$ cat config.mk
export PLATFORM = sky130hd
export DESIGN_NAME = motor_move_ctrl_flat
export DESIGN_NICKNAME = d
export VERILOG_FILES = /design/src/rtl/motor_pkg.sv /design/src/rtl/motor_move_ctrl_if.sv /design/src/rtl/motor_move_ctrl_step_timer.sv /design/src/rtl/motor_move_ctrl.sv /design/src/flat_wrapper.sv
export SDC_FILE = /design/constraint.sdc
export NUM_CORES = 1
export LEC_CHECK = 0
export CAP_MARGIN = 20
export CORE_ASPECT_RATIO = 1.2
export CORE_UTILIZATION = 50
export CTS_CLUSTER_SIZE = 25
export DETAILED_ROUTE_END_ITERATION = 10
export PLACE_DENSITY = 0.74
export REMOVE_ABC_BUFFERS = 1
export SLEW_MARGIN = 25
export SYNTH_ARGS = -nofsm -noshare
export SYNTH_HDL_FRONTEND = slang
export SYNTH_SLANG_ARGS = --single-unit
$ cat constraint.sdc
create_clock -name clk -period 3.6 [get_ports clk]
set_input_delay 0.9 -clock clk [delete_from_list [all_inputs] [get_ports clk]]
set_output_delay 0.9 -clock clk [all_outputs]
set_load 0.05 [all_outputs]
$ cat src/rtl/motor_pkg.sv
// motor_pkg: shared definitions for the motor move controller.
// Holds the controller FSM state encoding, default timing parameters,
// the 16-bit position/step widths and the position update helper.
package motor_pkg;

   localparam int unsigned STEP_W = 16;
   localparam int unsigned POS_W  = 16;

   localparam int unsigned SETUP_CYC_DEF  = 4;
   localparam int unsigned PERIOD_MIN_DEF = 2;

   localparam logic [STEP_W-1:0] STEP_ZERO = {STEP_W{1'b0}};
   localparam logic [STEP_W-1:0] STEP_ONE  = {{(STEP_W-1){1'b0}}, 1'b1};
   localparam logic [POS_W-1:0]  POS_ZERO  = {POS_W{1'b0}};

   typedef enum logic [1:0] {
      ST_IDLE   = 2'd0,
      ST_SETTLE = 2'd1,
      ST_RUN    = 2'd2,
      ST_DONE   = 2'd3
   } motor_state_t;

   // Position advance for one step: 2 half-steps in full-step mode, 1 otherwise.
   // Wraps in two's complement; no saturation.
   function automatic logic [POS_W-1:0] pos_step(input logic [POS_W-1:0] pos,
                                                 input logic             dir,
                                                 input logic             full);
      logic [POS_W-1:0] delta;
      delta = {{(POS_W-2){1'b0}}, full, ~full};
      if (dir) begin
         return pos + delta;
      end else begin
         return pos - delta;
      end
   endfunction

endpackage

$ cat src/rtl/motor_move_ctrl_if.sv
// motor_move_ctrl_if: command handshake and motor sequencer signals.
//   cmd_valid/cmd_ready/cmd_steps/cmd_dir/cmd_full/cmd_period : move command
//   abort                                                       : stop current move
//   step_en/direction/step_mode                                 : phase sequencer drive
//   busy/done/aborted/position                                  : status
// master = command source, slave = controller.
interface motor_move_ctrl_if;
   import motor_pkg::*;

   logic              cmd_valid;
   logic              cmd_ready;
   logic [STEP_W-1:0] cmd_steps;
   logic              cmd_dir;
   logic              cmd_full;
   logic [STEP_W-1:0] cmd_period;
   logic              abort;
   logic              step_en;
   logic              direction;
   logic              step_mode;
   logic              busy;
   logic              done;
   logic              aborted;
   logic [POS_W-1:0]  position;

   modport master (
      output cmd_valid, cmd_steps, cmd_dir, cmd_full, cmd_period, abort,
      input  cmd_ready, step_en, direction, step_mode, busy, done, aborted, position
   );

   modport slave (
      input  cmd_valid, cmd_steps, cmd_dir, cmd_full, cmd_period, abort,
      output cmd_ready, step_en, direction, step_mode, busy, done, aborted, position
   );

endinterface

$ cat src/rtl/motor_move_ctrl_step_timer.sv
// step_timer: loadable down-counter producing the step period tick.
//   clk, nrst : clock, async active-low reset
//   load_i    : load value_i into the counter (wins over counting)
//   value_i   : reload value
//   en_i      : count down while nonzero
//   clr_i     : clear the counter (highest priority)
//   tick_o    : high while enabled and the counter holds 1, i.e. in the
//               cycle before the edge at which the owner acts on expiry
module step_timer
   import motor_pkg::*;
(
   input  logic              clk,
   input  logic              nrst,
   input  logic              load_i,
   input  logic [STEP_W-1:0] value_i,
   input  logic              en_i,
   input  logic              clr_i,
   output logic              tick_o
);

   logic [STEP_W-1:0] cnt_q;
   logic [STEP_W-1:0] cnt_d;

   // Counter next value: clear, then load, then decrement.
   always_comb begin
      cnt_d = cnt_q;
      if (clr_i) begin
         cnt_d = STEP_ZERO;
      end else if (load_i) begin
         cnt_d = value_i;
      end else if (en_i && (cnt_q != STEP_ZERO)) begin
         cnt_d = cnt_q - STEP_ONE;
      end else begin
         cnt_d = cnt_q;
      end
   end

   // Counter register.
   always_ff @(posedge clk or negedge nrst) begin
      if (!nrst) begin
         cnt_q <= STEP_ZERO;
      end else begin
         cnt_q <= cnt_d;
      end
   end

   assign tick_o = en_i && (cnt_q == STEP_ONE);

endmodule

$ cat src/rtl/motor_move_ctrl.sv
// motor_move_ctrl: stepper move controller.
//   clk, nrst : clock, async active-low reset
//   bus       : motor_move_ctrl_if slave port (command handshake, abort,
//               step_en/direction/step_mode to the phase sequencer,
//               busy/done/aborted/position status)
// A move is accepted in IDLE, waits SETUP_CYC cycles in SETTLE, then RUN
// issues the latched number of one-cycle step pulses spaced by the latched
// (clamped) period. DONE lasts one cycle and pulses done.
module motor_move_ctrl
   import motor_pkg::*;
#(
   parameter int unsigned SETUP_CYC  = SETUP_CYC_DEF,
   parameter int unsigned PERIOD_MIN = PERIOD_MIN_DEF
) (
   input  logic             clk,
   input  logic             nrst,
   motor_move_ctrl_if.slave bus
);

   localparam logic [STEP_W-1:0] SETUP_VAL = STEP_W'(SETUP_CYC);
   localparam logic [STEP_W-1:0] PMIN_VAL  = STEP_W'(PERIOD_MIN);

   motor_state_t      state_q, state_d;
   logic [STEP_W-1:0] steps_left_q, steps_left_d;
   logic [STEP_W-1:0] period_q, period_d;
   logic              dir_q, dir_d;
   logic              full_q, full_d;
   logic [POS_W-1:0]  pos_q, pos_d;
   logic              step_en_q, step_en_d;
   logic              done_q, done_d;
   logic              aborted_q, aborted_d;
   logic              ready_q, ready_d;
   logic              busy_q, busy_d;

   logic              accept_s;
   logic              tmr_load_s;
   logic [STEP_W-1:0] tmr_val_s;
   logic              tmr_en_s;
   logic              tmr_clr_s;
   logic              tmr_tick_s;

   assign accept_s = bus.cmd_valid && ready_q;
   assign tmr_en_s = (state_q == ST_SETTLE) || (state_q == ST_RUN);

   step_timer u_timer (
      .clk     (clk),
      .nrst    (nrst),
      .load_i  (tmr_load_s),
      .value_i (tmr_val_s),
      .en_i    (tmr_en_s),
      .clr_i   (tmr_clr_s),
      .tick_o  (tmr_tick_s)
   );

   // Next state, command latching, pulse scheduling and timer control.
   always_comb begin
      state_d      = state_q;
      steps_left_d = steps_left_q;
      period_d     = period_q;
      dir_d        = dir_q;
      full_d       = full_q;
      aborted_d    = aborted_q;
      step_en_d    = 1'b0;
      done_d       = 1'b0;
      tmr_load_s   = 1'b0;
      tmr_val_s    = period_q;
      tmr_clr_s    = 1'b0;
      // Position moves at the edge that closes each step_en cycle.
      if (step_en_q) begin
         pos_d = pos_step(pos_q, dir_q, full_q);
      end else begin
         pos_d = pos_q;
      end
      case (state_q)
         ST_IDLE: begin
            if (accept_s) begin
               steps_left_d = bus.cmd_steps;
               dir_d        = bus.cmd_dir;
               full_d       = bus.cmd_full;
               aborted_d    = 1'b0;
               if (bus.cmd_period < PMIN_VAL) begin
                  period_d = PMIN_VAL;
               end else begin
                  period_d = bus.cmd_period;
               end
               if (bus.cmd_steps == STEP_ZERO) begin
                  state_d = ST_DONE;
                  done_d  = 1'b1;
               end else begin
                  state_d    = ST_SETTLE;
                  tmr_load_s = 1'b1;
                  tmr_val_s  = SETUP_VAL;
               end
            end else begin
               state_d = ST_IDLE;
            end
         end
         ST_SETTLE, ST_RUN: begin
            // Abort has priority over a pulse due at the same edge.
            if (bus.abort) begin
               state_d   = ST_DONE;
               done_d    = 1'b1;
               aborted_d = 1'b1;
               tmr_clr_s = 1'b1;
            end else if (step_en_q && (steps_left_q == STEP_ZERO)) begin
               state_d   = ST_DONE;
               done_d    = 1'b1;
               tmr_clr_s = 1'b1;
            end else if (tmr_tick_s && (steps_left_q != STEP_ZERO)) begin
               // Reloading on the pulse edge makes the next tick land exactly
               // one period after this pulse.
               state_d      = ST_RUN;
               step_en_d    = 1'b1;
               steps_left_d = steps_left_q - STEP_ONE;
               tmr_load_s   = 1'b1;
               tmr_val_s    = period_q;
            end else begin
               state_d = state_q;
            end
         end
         ST_DONE: begin
            state_d = ST_IDLE;
         end
         default: begin
            state_d = ST_IDLE;
         end
      endcase
      ready_d = (state_d == ST_IDLE);
      busy_d  = (state_d == ST_SETTLE) || (state_d == ST_RUN);
   end

   // State, datapath and registered outputs.
   always_ff @(posedge clk or negedge nrst) begin
      if (!nrst) begin
         state_q      <= ST_IDLE;
         steps_left_q <= STEP_ZERO;
         period_q     <= STEP_ZERO;
         dir_q        <= 1'b1;
         full_q       <= 1'b1;
         pos_q        <= POS_ZERO;
         step_en_q    <= 1'b0;
         done_q       <= 1'b0;
         aborted_q    <= 1'b0;
         ready_q      <= 1'b1;
         busy_q       <= 1'b0;
      end else begin
         state_q      <= state_d;
         steps_left_q <= steps_left_d;
         period_q     <= period_d;
         dir_q        <= dir_d;
         full_q       <= full_d;
         pos_q        <= pos_d;
         step_en_q    <= step_en_d;
         done_q       <= done_d;
         aborted_q    <= aborted_d;
         ready_q      <= ready_d;
         busy_q       <= busy_d;
      end
   end

   assign bus.cmd_ready = ready_q;
   assign bus.step_en   = step_en_q;
   assign bus.direction = dir_q;
   assign bus.step_mode = full_q;
   assign bus.busy      = busy_q;
   assign bus.done      = done_q;
   assign bus.aborted   = aborted_q;
   assign bus.position  = pos_q;

endmodule

$ cat src/flat_wrapper.sv
// flat-port wrapper written by rule: the top's interface ports become plain ports
module motor_move_ctrl_flat import motor_pkg::*;
#(
   parameter int unsigned SETUP_CYC  = SETUP_CYC_DEF,
   parameter int unsigned PERIOD_MIN = PERIOD_MIN_DEF
)
  (clk, nrst, bus_cmd_valid, bus_cmd_steps, bus_cmd_dir, bus_cmd_full, bus_cmd_period, bus_abort, bus_cmd_ready, bus_step_en, bus_direction, bus_step_mode, bus_busy, bus_done, bus_aborted, bus_position);
  motor_move_ctrl_if bus_i ();
  input  logic clk;
  input  logic nrst;
  input wire logic [$bits(bus_i.cmd_valid)-1:0] bus_cmd_valid;
  input wire logic [$bits(bus_i.cmd_steps)-1:0] bus_cmd_steps;
  input wire logic [$bits(bus_i.cmd_dir)-1:0] bus_cmd_dir;
  input wire logic [$bits(bus_i.cmd_full)-1:0] bus_cmd_full;
  input wire logic [$bits(bus_i.cmd_period)-1:0] bus_cmd_period;
  input wire logic [$bits(bus_i.abort)-1:0] bus_abort;
  output wire logic [$bits(bus_i.cmd_ready)-1:0] bus_cmd_ready;
  output wire logic [$bits(bus_i.step_en)-1:0] bus_step_en;
  output wire logic [$bits(bus_i.direction)-1:0] bus_direction;
  output wire logic [$bits(bus_i.step_mode)-1:0] bus_step_mode;
  output wire logic [$bits(bus_i.busy)-1:0] bus_busy;
  output wire logic [$bits(bus_i.done)-1:0] bus_done;
  output wire logic [$bits(bus_i.aborted)-1:0] bus_aborted;
  output wire logic [$bits(bus_i.position)-1:0] bus_position;
  assign bus_i.cmd_valid = bus_cmd_valid;
  assign bus_i.cmd_steps = bus_cmd_steps;
  assign bus_i.cmd_dir = bus_cmd_dir;
  assign bus_i.cmd_full = bus_cmd_full;
  assign bus_i.cmd_period = bus_cmd_period;
  assign bus_i.abort = bus_abort;
  assign bus_cmd_ready = bus_i.cmd_ready;
  assign bus_step_en = bus_i.step_en;
  assign bus_direction = bus_i.direction;
  assign bus_step_mode = bus_i.step_mode;
  assign bus_busy = bus_i.busy;
  assign bus_done = bus_i.done;
  assign bus_aborted = bus_i.aborted;
  assign bus_position = bus_i.position;
  motor_move_ctrl #(.SETUP_CYC(SETUP_CYC), .PERIOD_MIN(PERIOD_MIN)) u_core (.clk(clk), .nrst(nrst), .bus(bus_i));
endmodule
==> metrics.cfg, run 1 <==
[grt]
grt_max_degree=33
number_of_antenna_violations_at_the_first_check_in_global_routing=0
grt-ovfl-total=0
grt_use_total=0.258
grt_first_pass_wirelength_um=18900
number_of_global_route_vias_before_repair=4065

[floorplan]
area_of_the_die_um2=9510
floorplan.core_area_um2=8700
die_w_um=89.2
floorplan.die.height_um=107
boundaryPins=61
rows=37
floorplan.initialDensity=0.524

[logic_synthesis]
synth.top_cells.by_area=dfrtp_1 38%, ha_1 6.6%, nand2_1 5.9%
synthFlopType=dfrtp_1
synth_edf_count=0
ys_async_sr_fraction=1.00
ys_ff_latch=73
seq_area_frac_synth=0.401
synth_simple_gate_area_share=0.220
synth.most_common_cell=nand2_1
netlist.area_leader.share=0.384
synth_xor_area_frac=0.0307
synth-adder-area-share=0.0702
avgSynthCellArea_um2=9.05
synth_top_area_cell=dfrtp_1
synth_cell_types=60
largest_family_of_logic_cells_by_synthesized_area=simple AND/OR/NAND/NOR gates
syn_inst=504
yosys-top-cells-count=72 x nand2_1, 70 x dfrtp_1, 45 x a21oi_1, 26 x o21ai_0
multiplexer_share_of_the_synthesized_area=0.0409
mappedNetlistArea_um2=4560
synthesis.yosys.warnings=0
synth_compound_area_frac=0.200

[clocking]
worst_setup_hold_path_clk_slew_ns=0.08
numClockSinks=73
clock_buffer_depth=2
tritoncts=yes
cts-buffers-inserted=9
cts_resized=0
post_cts.repair.setup_buffers=0
clockRootBuffer=clkbuf_8
h-tree-depth=3
clock_insertion_delay_worst_skew_ns=0.36
holdBufCountCts=0

[power_and_ir_drop]
combinationalPowerShare=0.587
p_switching_mw=2.65
switching_share=0.477
leakagePower_nw=2.40
share_of_power_burned_in_the_clock_network=0.126
power_per_cell_area_nw_per_um2=1010
seq_power_share=0.287
p_int_mw=2.91
worst_vdd_rail_ir_drop_mv=0.480

[timing]
finalCriticalPeriod_ns=3.02
hold_violations=0
worst-slew-pin-transition_ns=0.644
achievable_freq_ghz=0.331
setup_viol_count_final=0
final.period_utilization=0.838
timing.setup.tns_ns=0
report.final.slew_viol_count=0
worst_clock_skew_ns=0.00596
holdWs_ns=0.454
grt_setup_unrepaired=no
slew_headroom=0.567

[drt]
final_antenna_net_count=0
wl_um=11300
vias_per_cell=6.02
drt_drc_violations_left=0
detailroute.via_count=4178
wire_length_on_met2_um=5500
met1_length_um=4980
wl_met3_um=562
highest_layer=met4
wl_per_cell_um=16.3
drc_violation_total_after_the_first_tritonroute_iteration=210
firstDrtPassIters=4

[layout]
drive_above_1_share=0.106
num_antenna_cells=0
multi_input_comb_area_um2=2560
area.sequential_um2=1830
postLayoutCoreUtil=0.635
syn_to_final_growth_pct=21.1
finish.instance_area_um2=5530
fill_cells=799
final_net_count=635

[setup_path]
reg2reg_setup_slack_ns=0.58
critical_path_arrival_ns=3.26
worst_setup_path_start_kind=flop
path_max_fanout=10
crit_required_ns=3.84
cp-end-kind=flop
crit_type=flop to flop

[place]
hpwlAfterDp_um=8290
finalWeightedCongestion=0.906
port_buffers=60
post_dp_cell_area_um2=5320

[hold_path]
hold_wc_path_type=input pin to asynchronous set/reset pin

[run_status]
run_status=complete, no violations

[job]
drv_cap=0

[cells by family (layout without fill, tap and decap cells)]
kind of cell / after synthesis / after routing
buffers and inverters: 37 / 110
adders and majority gates: 25 / 25
DFF: 73 / 73
and+or+nand+nor: 193 / 193
AOI/OAI and AO/OA: 143 / 143
xor gates and xnor gates: 16 / 16
muxes: 17 / 17
[final timing paths]
path | startpoint | end | cells after the start
worst max-delay path | u_core.bus.direction | u_core.bus.position[10] | 10
worst min-delay path | nrst | u_core.bus.position[12] | 1
worst max register to register | u_core.bus.direction | u_core.bus.position[10] | 10
worst min register to register | u_core.period_q[7] | u_core.u_timer.cnt_q[7] | 1
max in group asynchronous | nrst | u_core.bus.direction | 2
min in group clk | u_core.period_q[7] | u_core.u_timer.cnt_q[7] | 1
[power by group through the flow]
stage / combinational (mW) / sequential [mW] / clock [mW]
floorplan: 1.99 / 1.91 / 0
global placement: 3.14 / 1.59 / 0
detailed placement: 3.22 / 1.60 / 0
CTS: 3.24 / 1.59 / 0.716
global route: 3.59 / 1.65 / 0.756
finish: 3.26 / 1.60 / 0.702
[critical path: stages (launching register included)]
cell	delay [ns]
dfstp_2	0.61
inv_1	0.22
ha_1	0.40
a21o_1	0.20
a21o_1	0.21
a2111oi_0	0.44
buf_4	0.20
o31ai_1	0.07
a21oi_1	0.21
xnor2_1	0.08
mux2_2	0.25
[layer usage]
| layer | track usage | vias up |
|---|---|---|
| met3 | 0.0593 | 21 |
| met1 | 0.331 | 2017 |
| met4 | 0.105 | 0 |
| met2 | 0.414 | 134 |
| li1 | - | 2006 |
| met5 | 0 | - |
[state kept, by name, indices dropped and copies added (netlist names), 2 cells and up]
signal,flops
u_core.period_q,16
u_core.steps_left_q,16
u_core.u_timer.cnt_q,16
u_core.bus.position,16
u_core.state_q,2
[through the flow]
| step | instances | setup slack, ns | power [mW] |
|---|---|---|---|
| after floorplan | 487 | 0.453 | 3.89 |
| after global placement | 678 | 0.317 | 4.73 |
| after detailed placement | 678 | 0.383 | 4.83 |
| after CTS | 694 | 0.607 | 5.55 |
| after global routing | 694 | 0.404 | 6.00 |
| final | 694 | 0.583 | 5.56 |
[cells in the final DEF, fill, tap and decap left out, types with 6 or more instances in the layout]
cell	synthesis	layout
a22oi_1	6	6
inv_1	20	20
a31oi_1	6	6
nand2_1	72	72
o21ai_0	26	26
clkbuf_8	0	9
nor2_1	24	24
clkdlybuf4s50_1	0	59
mux2_2	13	13
nand3_1	18	18
nor4_1	15	15
nand4_1	9	9
a21oi_1	45	44
buf_4	0	14
nor3_1	19	19
nand2b_1	7	7
ha_1	24	24
o22ai_1	14	14
dfrtp_1	70	70
a21o_1	9	9
xnor2_1	13	13
[layout make-up]
type                            instances  area share
Multi-Input combinational cell        394       0.464
Clock inverter                          6      0.0149
Sequential cell                        73       0.331
Timing Repair Buffer                   74       0.127
Clock buffer                           10      0.0231
Tap cell                              117      0.0265
Inverter                               20      0.0136
Power figures use the tool's default switching activity.
==> inputs of run 2 (changes only) <==
--- a/config.mk
+++ b/config.mk
@@ -10,7 +10,7 @@
 export CORE_UTILIZATION = 50
 export CTS_CLUSTER_SIZE = 25
 export DETAILED_ROUTE_END_ITERATION = 10
-export PLACE_DENSITY = 0.74
+export PLACE_DENSITY = 0.76
 export REMOVE_ABC_BUFFERS = 1
 export SLEW_MARGIN = 25
 export SYNTH_ARGS = -nofsm -noshare
==> constraint.sdc (replaced) <==
create_clock -name clk -period 2.73 [get_ports clk]
set_input_delay 0.6825 -clock clk [delete_from_list [all_inputs] [get_ports clk]]
set_output_delay 0.6825 -clock clk [all_outputs]
set_load 0.05 [all_outputs]
==> metrics.cfg, run 2 (synthesis gave the netlist of run 1 again) <==
[grt]
grt_use_total=0.266
number_of_global_route_vias_before_repair=4295
grt_first_pass_wirelength_um=19500
number_of_antenna_violations_at_the_first_check_in_global_routing=0
grt-ovfl-total=0
grt_max_degree=74

[clocking]
clock_insertion_delay_worst_skew_ns=0.35
numClockSinks=73
worst_setup_hold_path_clk_slew_ns=0.08
tritoncts=yes
h-tree-depth=3
cts-buffers-inserted=9
clockRootBuffer=clkbuf_8
post_cts.repair.setup_buffers=0
holdBufCountCts=0
clock_buffer_depth=2

[timing]
holdWs_ns=0.363
finalCriticalPeriod_ns=2.73
worst-slew-pin-transition_ns=0.629
hold_violations=0
grt_setup_unrepaired=yes
report.final.slew_viol_count=0
worst_clock_skew_ns=0.0123
slew_headroom=0.581
final.period_utilization=0.999
achievable_freq_ghz=0.367
setup_viol_count_final=0

[floorplan]
boundaryPins=61
floorplan.core_area_um2=8700
die_w_um=89.2
area_of_the_die_um2=9510
floorplan.die.height_um=107
floorplan.initialDensity=0.524
rows=37

[drt]
drc_violation_total_after_the_first_tritonroute_iteration=178
vias_per_cell=5.88
drt_drc_violations_left=0
final_antenna_net_count=0
wl_um=11900
wl_per_cell_um=16.2
detailroute.via_count=4316
firstDrtPassIters=5

[setup_path]
timing.critical_path.slowest_cell_delay_ns=0.55
reg2reg_setup_slack_ns=0.002
crit_type=flop to flop
path_max_fanout=3
timing.critical_path.cells=inv_2 > ha_4 > fa_2 > a21o_1 > a21o_1 > a2111oi_4 > buf_4 > o31ai_4 > a21oi_2 > xnor2_1 > mux2_4
path_delay_family=compound AO/OA/AOI/OAI gates
crit_buf_inv=2
cp-end-kind=flop
critical_path_arrival_ns=2.97
worst_setup_path_start_kind=flop
cpMaxStageDelayCell=dfstp_2
path_common_cell=a21o_1
crit_required_ns=2.97

[place]
finalWeightedCongestion=0.929
hpwlAfterDp_um=8560
port_buffers=60

[layout]
fill_cells=743
num_antenna_cells=0
final_common_cell=nand2_1
area.sequential_um2=1830
drive_above_1_share=0.177
final_net_count=675
commonest_cells_after_routing_fill_and_taps_aside=72 x nand2_1, 70 x dfrtp_1, 58 x clkdlybuf4s50_1, 54 x buf_4, 41 x a21oi_1
syn_to_final_growth_pct=28.8
postLayoutCoreUtil=0.675
multi_input_comb_area_um2=2640

[power_and_ir_drop]
leakagePower_nw=2.59
power_per_cell_area_nw_per_um2=1330
worst_vdd_rail_ir_drop_mv=0.623

[job]
drv_cap=0

[hold_path]
hold_wc_path_type=input pin to asynchronous set/reset pin

[run_status]
run_status=complete, no violations

run 2: changes by cell type in the layout (fill, tap and decap cells not counted), moves of 2 or more:
cell and change:
clkinv_2 -3, clkbuf_1 +4, a21oi_1 -3, bufinv_16 -2, buf_4 +40, clkbuf_8 +2, a21oi_2 +3
run 2: per-stage QoR:
stage / setup WS, ns / TNS [ns] / instance area (µm²) / cells / total power, mW
floorplan: -0.417 / -6.78 / 4470 / 487 / 5.13
finish: 0.00186 / 0 / 5880 / 734 / 7.82
CTS: 0.0410 / 0 / 5810 / 734 / 7.58
detailed placement: -0.143 / -0.237 / 5630 / 718 / 6.74
global route: -0.0476 / -0.128 / 5880 / 734 / 8.38
global placement: -0.0653 / -0.0755 / 5630 / 718 / 6.57
run 2: worst paths after layout:
check	start	depth (start not counted)	end
hold reg to reg	u_core.period_q[4]	2	u_core.period_q[4]
setup / recovery	u_core.bus.step_mode	11	u_core.bus.position[10]
max in group asynchronous	nrst	2	u_core.bus.step_mode
hold / removal	nrst	2	u_core.bus.position[5]
setup reg to reg	u_core.bus.step_mode	11	u_core.bus.position[10]
min in group clk	u_core.period_q[4]	2	u_core.period_q[4]
run 2: what timing repair did:
item                       CTS  global route
pin swaps                    3             9
setup endpoints to repair    4             8
gates resized for setup      4            13
run 2: worst register-to-register path: stages, from the launching register on:
cell and delay [ns]:
dfstp_2 0.55, inv_2 0.05, ha_4 0.15, fa_2 0.35, a21o_1 0.19, a21o_1 0.20
a2111oi_4 0.36, buf_4 0.19, o31ai_4 0.06, a21oi_2 0.18, xnor2_1 0.10, mux2_4 0.26
run 2: routing by layer:
layer / global-route usage / vias up / share of wire
met2: 0.446 / 122 / 0.50
met5: 0 / - / 0
met3: 0.0577 / 21 / 0.046
met4: 0.104 / 0 / 0.021
li1: - / 2099 / -
met1: 0.329 / 2074 / 0.43
run 2: power breakdown:
group / leakage (nW) / internal, mW / switching [mW]
Sequential: 0.911 / 1.58 / 0.475
Combinational: 1.59 / 2.13 / 2.86
Clock: 0.0850 / 0.383 / 0.395
run 2: layout make-up:
cell class                      count  share of cell area
Clock buffer                       16              0.0290
Inverter                           20              0.0128
Multi-Input combinational cell    394               0.450
Sequential cell                    73               0.311
Tap cell                          117              0.0249
Timing Repair Buffer              114               0.172
